===== src/rtl/sdram_init_checker_gap_timer.sv =====
// Command spacing timer.
// gap_cnt is 1 on the cycle after a non-NOP command and counts up
// (saturating at 255) until the next one. The required gap depends on the
// previous command: T_RFC after AREF, T_RP otherwise.
//   sclk, s_rst : clock, synchronous active-high reset
//   cmd_vld     : non-NOP command this cycle (restarts the count)
//   cmd_aref    : that command is AREF
//   gap_ok      : current command is far enough from the previous one
module sdram_gap_timer #(
  parameter int T_RP  = 1,
  parameter int T_RFC = 4
) (
  input  logic sclk,
  input  logic s_rst,
  input  logic cmd_vld,
  input  logic cmd_aref,
  output logic gap_ok
);

  localparam logic [7:0] RP8  = 8'(T_RP);
  localparam logic [7:0] RFC8 = 8'(T_RFC);

  logic [7:0] gap_cnt;
  logic       last_aref;

  always_ff @(posedge sclk) begin
    if (s_rst) begin
      gap_cnt   <= '0;
      last_aref <= 1'b0;
    end else if (cmd_vld) begin
      gap_cnt   <= 8'd1;
      last_aref <= cmd_aref;
    end else if (gap_cnt != 8'hFF) begin
      gap_cnt   <= gap_cnt + 8'd1;
    end
  end

  assign gap_ok = last_aref ? (gap_cnt >= RFC8) : (gap_cnt >= RP8);

endmodule


===== config.mk =====
export PLATFORM = sky130hd
export DESIGN_NAME = sdram_gap_timer
export DESIGN_NICKNAME = d
export VERILOG_FILES = /design/src/rtl/sdram_init_checker_gap_timer.sv
export SDC_FILE = /design/constraint.sdc
export NUM_CORES = 1
export LEC_CHECK = 0
export ABC_AREA = 1
export CORE_AREA = 2 2 39 41
export CTS_BUF_LIST = sky130_fd_sc_hd__clkbuf_8
export CTS_CLUSTER_DIAMETER = 30
export DETAILED_ROUTE_END_ITERATION = 7
export DIE_AREA = 0 0 41 43
export PLACE_DENSITY_LB_ADDON = 0.3
export SLEW_MARGIN = 30
export SYNTH_ARGS = -nofsm -noshare
export SYNTH_HDL_FRONTEND = slang
export SYNTH_SLANG_ARGS = --single-unit

===== constraint.sdc =====
create_clock -name sclk -period 1.4 [get_ports sclk]
set_input_delay 0.28 -clock sclk [delete_from_list [all_inputs] [get_ports sclk]]
set_output_delay 0.28 -clock sclk [all_outputs]
set_load 0.01 [all_outputs]

# After elaboration in Yosys (flattened, before gate mapping)

Cells that the tools add are included.

Register bits: 9
Bits of input ports: 4

Add/subtract/negate cells: 1
$lt $le $gt $ge: 2
Equality and inequality tests: 1
Multiplexer cells: 3
Reduce and logical (&&, ||, !) cells: 2

Operators with widths:

| kind                                                               | number |
|---|---|
| adder 8 x 1 -> 8 bit (second input constant)                       | 1 |
| greater-or-equal comparator 8 x 1 -> 1 bit (second input constant) | 1 |
| greater-or-equal comparator 8 x 3 -> 1 bit (second input constant) | 1 |
| inequality test 8 bit (second input constant)                      | 1 |
| two-way mux 1 bit                                                  | 3 |
| nonzero test 2 bit                                                 | 1 |
| OR reduction 2 bit                                                 | 1 |

# Depth between registers and ports, before layout

Gate-level depths: netlist (run 1).

Depth after elaboration: 3
Depth in mapped cells: 7
Gate-level depth less buffers: 7

# Least setup slack after synthesis (run 1)

OpenSTA, ideal clock, no wires.

Kind: register to output
From: register gap_cnt[0]
To: output gap_ok
Arrival time: 1.000 ns
Required time: 1.120 ns
Path slack: 0.120 ns
Stages on the path, launching flop included: 6
Buffers on the path: 0
Path through: dfxtp_1 -> inv_1 -> ha_1 -> inv_1 -> nor2_1 -> o21ai_0

Word-level cells in the longest chain between the ends: 2
Elaborated cells between the ends (all ways): 3

RTL lines:

| element                                                                                                  | line | text |
|---|---|---|
| start, declared                                                                                          | 23   | `logic [7:0] gap_cnt;` |
| start signal, assigned                                                                                   | 34   | `gap_cnt <= gap_cnt + 8'd1;` |
| greater-or-equal comparator 8 x 1 -> 1 bit or greater-or-equal comparator 8 x 3 -> 1 bit (tied branches) | 38   | `assign gap_ok = last_aref ? (gap_cnt >= RFC8) : (gap_cnt >= RP8);` |
| two-way mux 1 bit (*)                                                                                    | 38   |  |
| end, declared                                                                                            | 17   | `output logic gap_ok` |

Every way passes the cells marked *; elsewhere a longest branch is shown, timed or not.

# Final worst setup path (run 1)

Ends and elaborated chain as after synthesis.

==> results of run 1 <==
==> routing by layer <==
metal	up-vias	track usage (%)	part of all wire, %
met5	-	0	0
met4	0	10.0	1.9
met3	4	3.14	3.2
met2	10	26.3	49
met1	238	23.0	46
li1	291	-	-
==> cell type report <==
type	instances	area share, %
clock buffer	3	5.06
sequential	9	22.4
clock inverter	1	0.460
multi-input combinational	57	44.3
inverter	10	4.91
tap	16	2.45
timing repair buffer	21	20.4
==> sequential cells by signal, indices dropped and copies added (netlist names) <==
register / count
last_aref: 1
gap_cnt: 8
==> cell usage after synthesis, drive strengths merged <==
master,count
nand4,1
nor2,11
nor3,1
ha,4
nand2,21
o21ai,1
nand3,9
dfxtp,9
inv,10
xnor2,1
a21oi,6
a31oi,2
==> worst min-delay path by stage <==
stage                          from          to  slack [ps]  cells past startpoint
after floorplan               s_rst  gap_cnt[0]         350                      1
after global placement    last_aref   last_aref         460                      2
after detailed placement  last_aref   last_aref         470                      2
after CTS                 last_aref   last_aref         480                      2
after global routing      last_aref   last_aref         490                      2
final                     last_aref   last_aref         470                      2
==> cell families after synthesis <==
| kind of cell | count (synthesis) |
|---|---|
| buf+inv | 10 |
| xor+xnor | 1 |
| compound gates | 9 |
| flops | 9 |
| fa+ha+maj | 4 |
| simple gates | 43 |
==> power by group through the flow <==
stage | clock (mW) | combinational, mW | sequential (mW)
after floorplan | 0 | 0.0267 | 0.272
after global placement | 0 | 0.0687 | 0.270
after detailed placement | 0 | 0.0693 | 0.270
after CTS | 0.304 | 0.0770 | 0.267
after global routing | 0.323 | 0.0918 | 0.268
final | 0.299 | 0.0821 | 0.268
==> worst max-delay path, delay by kind of cell, from the launching register on <==
kind,cells,cell delay [ps]
AO/OA/AOI/OAI,1,60
flip-flops,1,330
AND/OR/NAND/NOR,1,90
buffers and inverters,2,260
adder cells (fa/ha/maj),1,150
==> metrics by stage <==
step	worst slack [ps]	utilization [%]	cells	instance area [sq um]
3_5_place_dp	-204	50.8	111	703
3_3_place_gp	-188	50.8	111	703
6_report	16.3	59.0	117	816
2_1_floorplan	120	-	76	531
5_1_grt	-27.9	59.0	117	816
4_1_cts	0.245	56.8	116	786
==> what timing repair did <==
item,4_1_cts,5_1_grt
pin swaps,3,6
resized for setup,15,6
hold buffers,0,0
setup buffers,1,1
endpoints found under the setup margin,1,4
==> summary.md, run 1 <==
| Metric | Value |
|---|---|
| DR vias/cell | `4.64` |
| GP Congestion | `0.774` |
| Ant diodes | `0` |
| Final #Nets | `110` |
| CP Capture Type | `output port` |
| Simple logic cell fraction of the synthesized area | `38.9%` |
| Max clock buf depth | `2` |
| DR vias | `543` |
| DIE AREA | `0.00176 sq mm` |
| Largest family of logic cells by synthesized area | `simple AND/OR/NAND/NOR gates` |
| Total Power | `0.649 mW` |
| # fillers | `139` |
| Dominant cells by area after synthesis | `dfxtp_1 34%, nand2_1 13%, ha_1 9.4%` |
| CP arrival | `1100 ps` |
| Die H | `43 um` |
| Iter 0 DRT Violations | `5` |
| P_int | `0.498 mW` |
| Net Sw Power | `0.151 mW` |
| Post-synth cell types | `16` |
| Area leader, netlist | `dfxtp_1` |
| Commonest cells after routing, fill and taps aside | `19 x nand2_1, 16 x buf_4, 8 x nor2_1, 8 x inv_1, 8 x nand3_1` |
| Mux share of post-synthesis cell area | `0%` |
| HP Class | `reg -> reg` |
| Clock transition at the registers of the reported paths | `50 ps` |
| Die width | `41 um` |
| Synth Area in XOR/XNOR | `1.65%` |
| Sequential-to-total area share from yosys stat | `34.0%` |
| Max-slew violation count | `0` |
| Rel. slew slack | `85.2%` |
| Syn nets | `84` |
| Max incr delay on CP | `330 ps` |
| Clk Latency, worst-skew pair | `230 ps` |
| Critical path type | `reg -> out` |
| Run status | `finished clean` |
| Clock Skew | `1.33 ps` |
| Total Wirelength | `1230 um` |
| Number of global-route vias before repair | `553` |
| Max frequency | `723 MHz` |
| # rows | `14` |
| Commonest non-fill, non-tap cell in the layout | `nand2_1` |
| Htree depth | `1` |
| Crit path to | `gap_ok` |
| Worst-path cell with the longest stage delay | `dfxtp_2` |
| Initial cell density of the core | `38.3%` |
| Reg2Reg Setup Slack | `40 ps` |
| Worst setup startpoint | `gap_cnt[0]` |
| Gr ovfl total | `0` |
| Synth top area share | `34.0%` |
| Maximum net fanout on the critical path | `2` |
| CTS tree | `done` |
| DRC viols | `0` |
| Port Buf Inserts | `4` |
| Peak supply drop | `0.563 mV` |
| CP Cell Sequence | `buf_6 -> ha_4 -> nor2_2 -> o21ai_1 -> buf_2` |
| Largest net degree at the start of global routing | `8` |
| Syn Area/Cell | `6.98 sq um` |
| Maxcap violations | `0` |
| Final Hold Viols | `0` |
| Warnings, synthesis | `0` |
| Synth Register Bits | `9` |
| Clock tree root driver cell | `clkbuf_8` |
| Area of the multi-input gates | `362 sq um` |
| Pre-antenna DRT Iters | `4` |
| Setup TNS | `0 ps` |
| Clock power frac | `46.1%` |
| GRT Resource Usage Total | `17.7%` |
| Hold WS | `467 ps` |
| Tmin final | `1380 ps` |
| Worst-case reg-to-reg path depth | `8` |
| Combinational fraction of design power | `12.6%` |
| Period utilization | `98.8%` |
| Synthesized netlist cell count | `76` |
| Crit path launch type | `flop` |
| Reg2Reg Capture Point | `gap_cnt[5]` |
| PwrDens | `795 mW/mm^2` |
| Worst Path Required | `1120 ps` |
| Reg area | `183 sq um` |
| Final HPWL DP | `919 um` |
| Antenna violations before repair | `0` |
| Synth Area in Compound Gates | `8.96%` |
| First-pass GRT wire length | `2100 um` |
| Layout cell share with drive strength beyond 1 | `36.6%` |
| Seq pwr share | `41.3%` |
| Synthesis-to-finish area growth | `53.8%` |
| RSZ-0062 raised after global routing | `true` |
| Adder-cell area share of the yosys netlist | `9.43%` |
| IO Pins | `5` |
| Core ar. | `0.00138 sq mm` |
| Sw Share | `23.3%` |
| Leak | `0.340 nW` |
| Synthesized cell area | `531 sq um` |
| Sink Count | `9` |
| RR Startpoint | `gap_cnt[0]` |
| Routed wire per std cell | `10.5 um` |
| Worst-margin pin slew | `221 ps` |
| Setup violators final | `0` |
| Remaining antenna violation count after routing | `0` |
| Inserted Clock Buffers | `3` |
(Power assumes the default switching activity.)
==> inputs of run 2 (changes only) <==
--- a/config.mk
+++ b/config.mk
@@ -11,6 +11,7 @@
 export CTS_CLUSTER_DIAMETER = 30
 export DETAILED_ROUTE_END_ITERATION = 7
 export DIE_AREA = 0 0 41 43
+export HOLD_SLACK_MARGIN = 0.05
 export PLACE_DENSITY_LB_ADDON = 0.3
 export SLEW_MARGIN = 30
 export SYNTH_ARGS = -nofsm -noshare
==> constraint.sdc (replaced) <==
create_clock -name sclk -period 1.4 [get_ports sclk]
set_input_delay 0.28 -clock sclk [delete_from_list [all_inputs] [get_ports sclk]]
set_output_delay 0.28 -clock sclk [all_outputs]
set_load 0.005 [all_outputs]
==> run 2 against run 1 <==
Against the previous run:
- register-to-register slack barely moved
- highest routed layer unchanged
- maximum frequency up 0.78%
- power is 0.60% lower
- sequential share of layout area is 0.10 points higher
- critical endpoint unchanged
==> summary.md, run 2 (synthesis gave the netlist of run 1 again) <==
| Metric | Value |
|---|---|
| Number of global-route vias before repair | `552` |
| Port Buf Inserts | `4` |
| Tmin final | `1370 ps` |
| Inserted Clock Buffers | `3` |
| RR Startpoint | `gap_cnt[0]` |
| Max clock buf depth | `2` |
| Largest net degree at the start of global routing | `8` |
| Cell area after layout | `812 sq um` |
| Htree depth | `1` |
| Antenna violations before repair | `0` |
| Setup TNS | `0 ps` |
| Rel. slew slack | `85.1%` |
| Reg2Reg Capture Point | `gap_cnt[5]` |
| GP Congestion | `0.774` |
| Clock transition at the registers of the reported paths | `50 ps` |
| Die H | `43 um` |
| Hold Path Origin | `last_aref` |
| Hold WS | `467 ps` |
| Final HPWL DP | `919 um` |
| Gr ovfl total | `0` |
| Maximum net fanout on the critical path | `2` |
| Worst-case reg-to-reg path depth | `8` |
| Layout Cells excl Fill | `117` |
| RSZ-0062 raised after global routing | `true` |
| Post-Place Cell Area | `703 sq um` |
| # fillers | `140` |
| Leak | `0.339 nW` |
| Run status | `finished clean` |
| Commonest non-fill, non-tap cell in the layout | `nand2_1` |
| Most flops, register | `gap_cnt` |
| Clock tree root driver cell | `clkbuf_8` |
| Cts hold-fix bufs | `0` |
| Placed insts | `111` |
| GRT Resource Usage Total | `17.8%` |
| Synthesis-to-finish area growth | `53.1%` |
| Worst-margin pin slew | `223 ps` |
| Clock Skew | `1.18 ps` |
| Core ar. | `0.00138 sq mm` |
| CTS tree | `done` |
| Worst setup startpoint | `gap_cnt[0]` |
| Layout cell share with drive strength beyond 1 | `36.6%` |
| Crit path to | `gap_ok` |
| Crit path launch type | `flop` |
| Maxcap violations | `0` |
| Total Wirelength | `1220 um` |
| Max-slew violation count | `0` |
| Ant diodes | `0` |
| CP Capture Type | `output port` |
| HP Class | `reg -> reg` |
| Peak supply drop | `0.563 mV` |
| Initial cell density of the core | `38.3%` |
| Routed wire per std cell | `10.4 um` |
| IO Pins | `5` |
| Max frequency | `728 MHz` |
| Period utilization | `98.1%` |
| DIE AREA | `0.00176 sq mm` |
| Total Power | `0.645 mW` |
| Commonest cells after routing, fill and taps aside | `19 x nand2_1, 17 x buf_4, 8 x nor2_1, 8 x inv_1, 8 x nand3_1` |
| Iter 0 DRT Violations | `5` |
| DR vias | `540` |
| Remaining antenna violation count after routing | `0` |
| # rows | `14` |
| DR vias/cell | `4.62` |
| First-pass GRT wire length | `2120 um` |
| Layout Utilization | `58.7%` |
| Final Hold Viols | `0` |
| Post-route setup slack | `27.1 ps` |
| Pre-antenna DRT Iters | `4` |
| Sink Count | `9` |
| Setup violators final | `0` |
| Largest regs | `gap_cnt (8), last_aref (1)` |
| DRC viols | `0` |
| Worst Path Required | `1120 ps` |
| Reg2Reg Setup Slack | `50 ps` |
| Final #Nets | `110` |
| Die width | `41 um` |
| Critical path type | `reg -> out` |
| DP Worst Slack | `-168 ps` |
| Clk Latency, worst-skew pair | `230 ps` |
| PwrDens | `794 mW/mm^2` |
| Largest register FFs | `8` |
| CP arrival | `1090 ps` |
==> run 2: area by class of cell <==
class                   instances  area (sq um)  area share, %
inverters                      10          40.0           4.93
well taps                      16          20.0           2.47
multi-input cells              57           362           44.5
clock buffers                   3          41.3           5.08
repair buffers                 21           163           20.0
flip-flops and latches          9           183           22.5
clock inverters                 1          3.75          0.462
==> run 2: timing repair <==
action | CTS | global route
cloned | 0 | 0
resized for setup | 12 | 8
pin swaps | 2 | 4
setup endpoints to repair | 1 | 4
buffers inserted | 1 | 1
==> run 2: worst min-delay path by stage <==
stage / to / cells past startpoint / slack [ps]
6_report: last_aref / 2 / 470
4_1_cts: last_aref / 2 / 480
5_1_grt: last_aref / 2 / 490
2_1_floorplan: gap_cnt[0] / 1 / 350
3_5_place_dp: last_aref / 2 / 470
3_3_place_gp: last_aref / 2 / 460
==> run 2: metal layers <==
| metal | up-vias | global-route usage (%) | part of all wire, % |
|---|---|---|---|
| met5 | - | 0 | 0 |
| met4 | 0 | 10.0 | 1.9 |
| met3 | 4 | 3.14 | 3.1 |
| met2 | 10 | 26.3 | 48 |
| met1 | 235 | 23.3 | 47 |
| li1 | 291 | - | - |
==> run 2: power breakdown <==
part / leakage [nW] / switching, mW / internal (mW)
clock network: 0.0269 / 0.107 / 0.191
registers: 0.0737 / 0.00415 / 0.263
logic: 0.238 / 0.0367 / 0.0419
total: 0.339 / 0.148 / 0.497
==> run 2: critical path: stages (launching register included) <==
cell and delay [ps]:
dfxtp_2 320, buf_4 140, ha_4 150, nor2_2 70, o21ai_1 60, buf_2 120
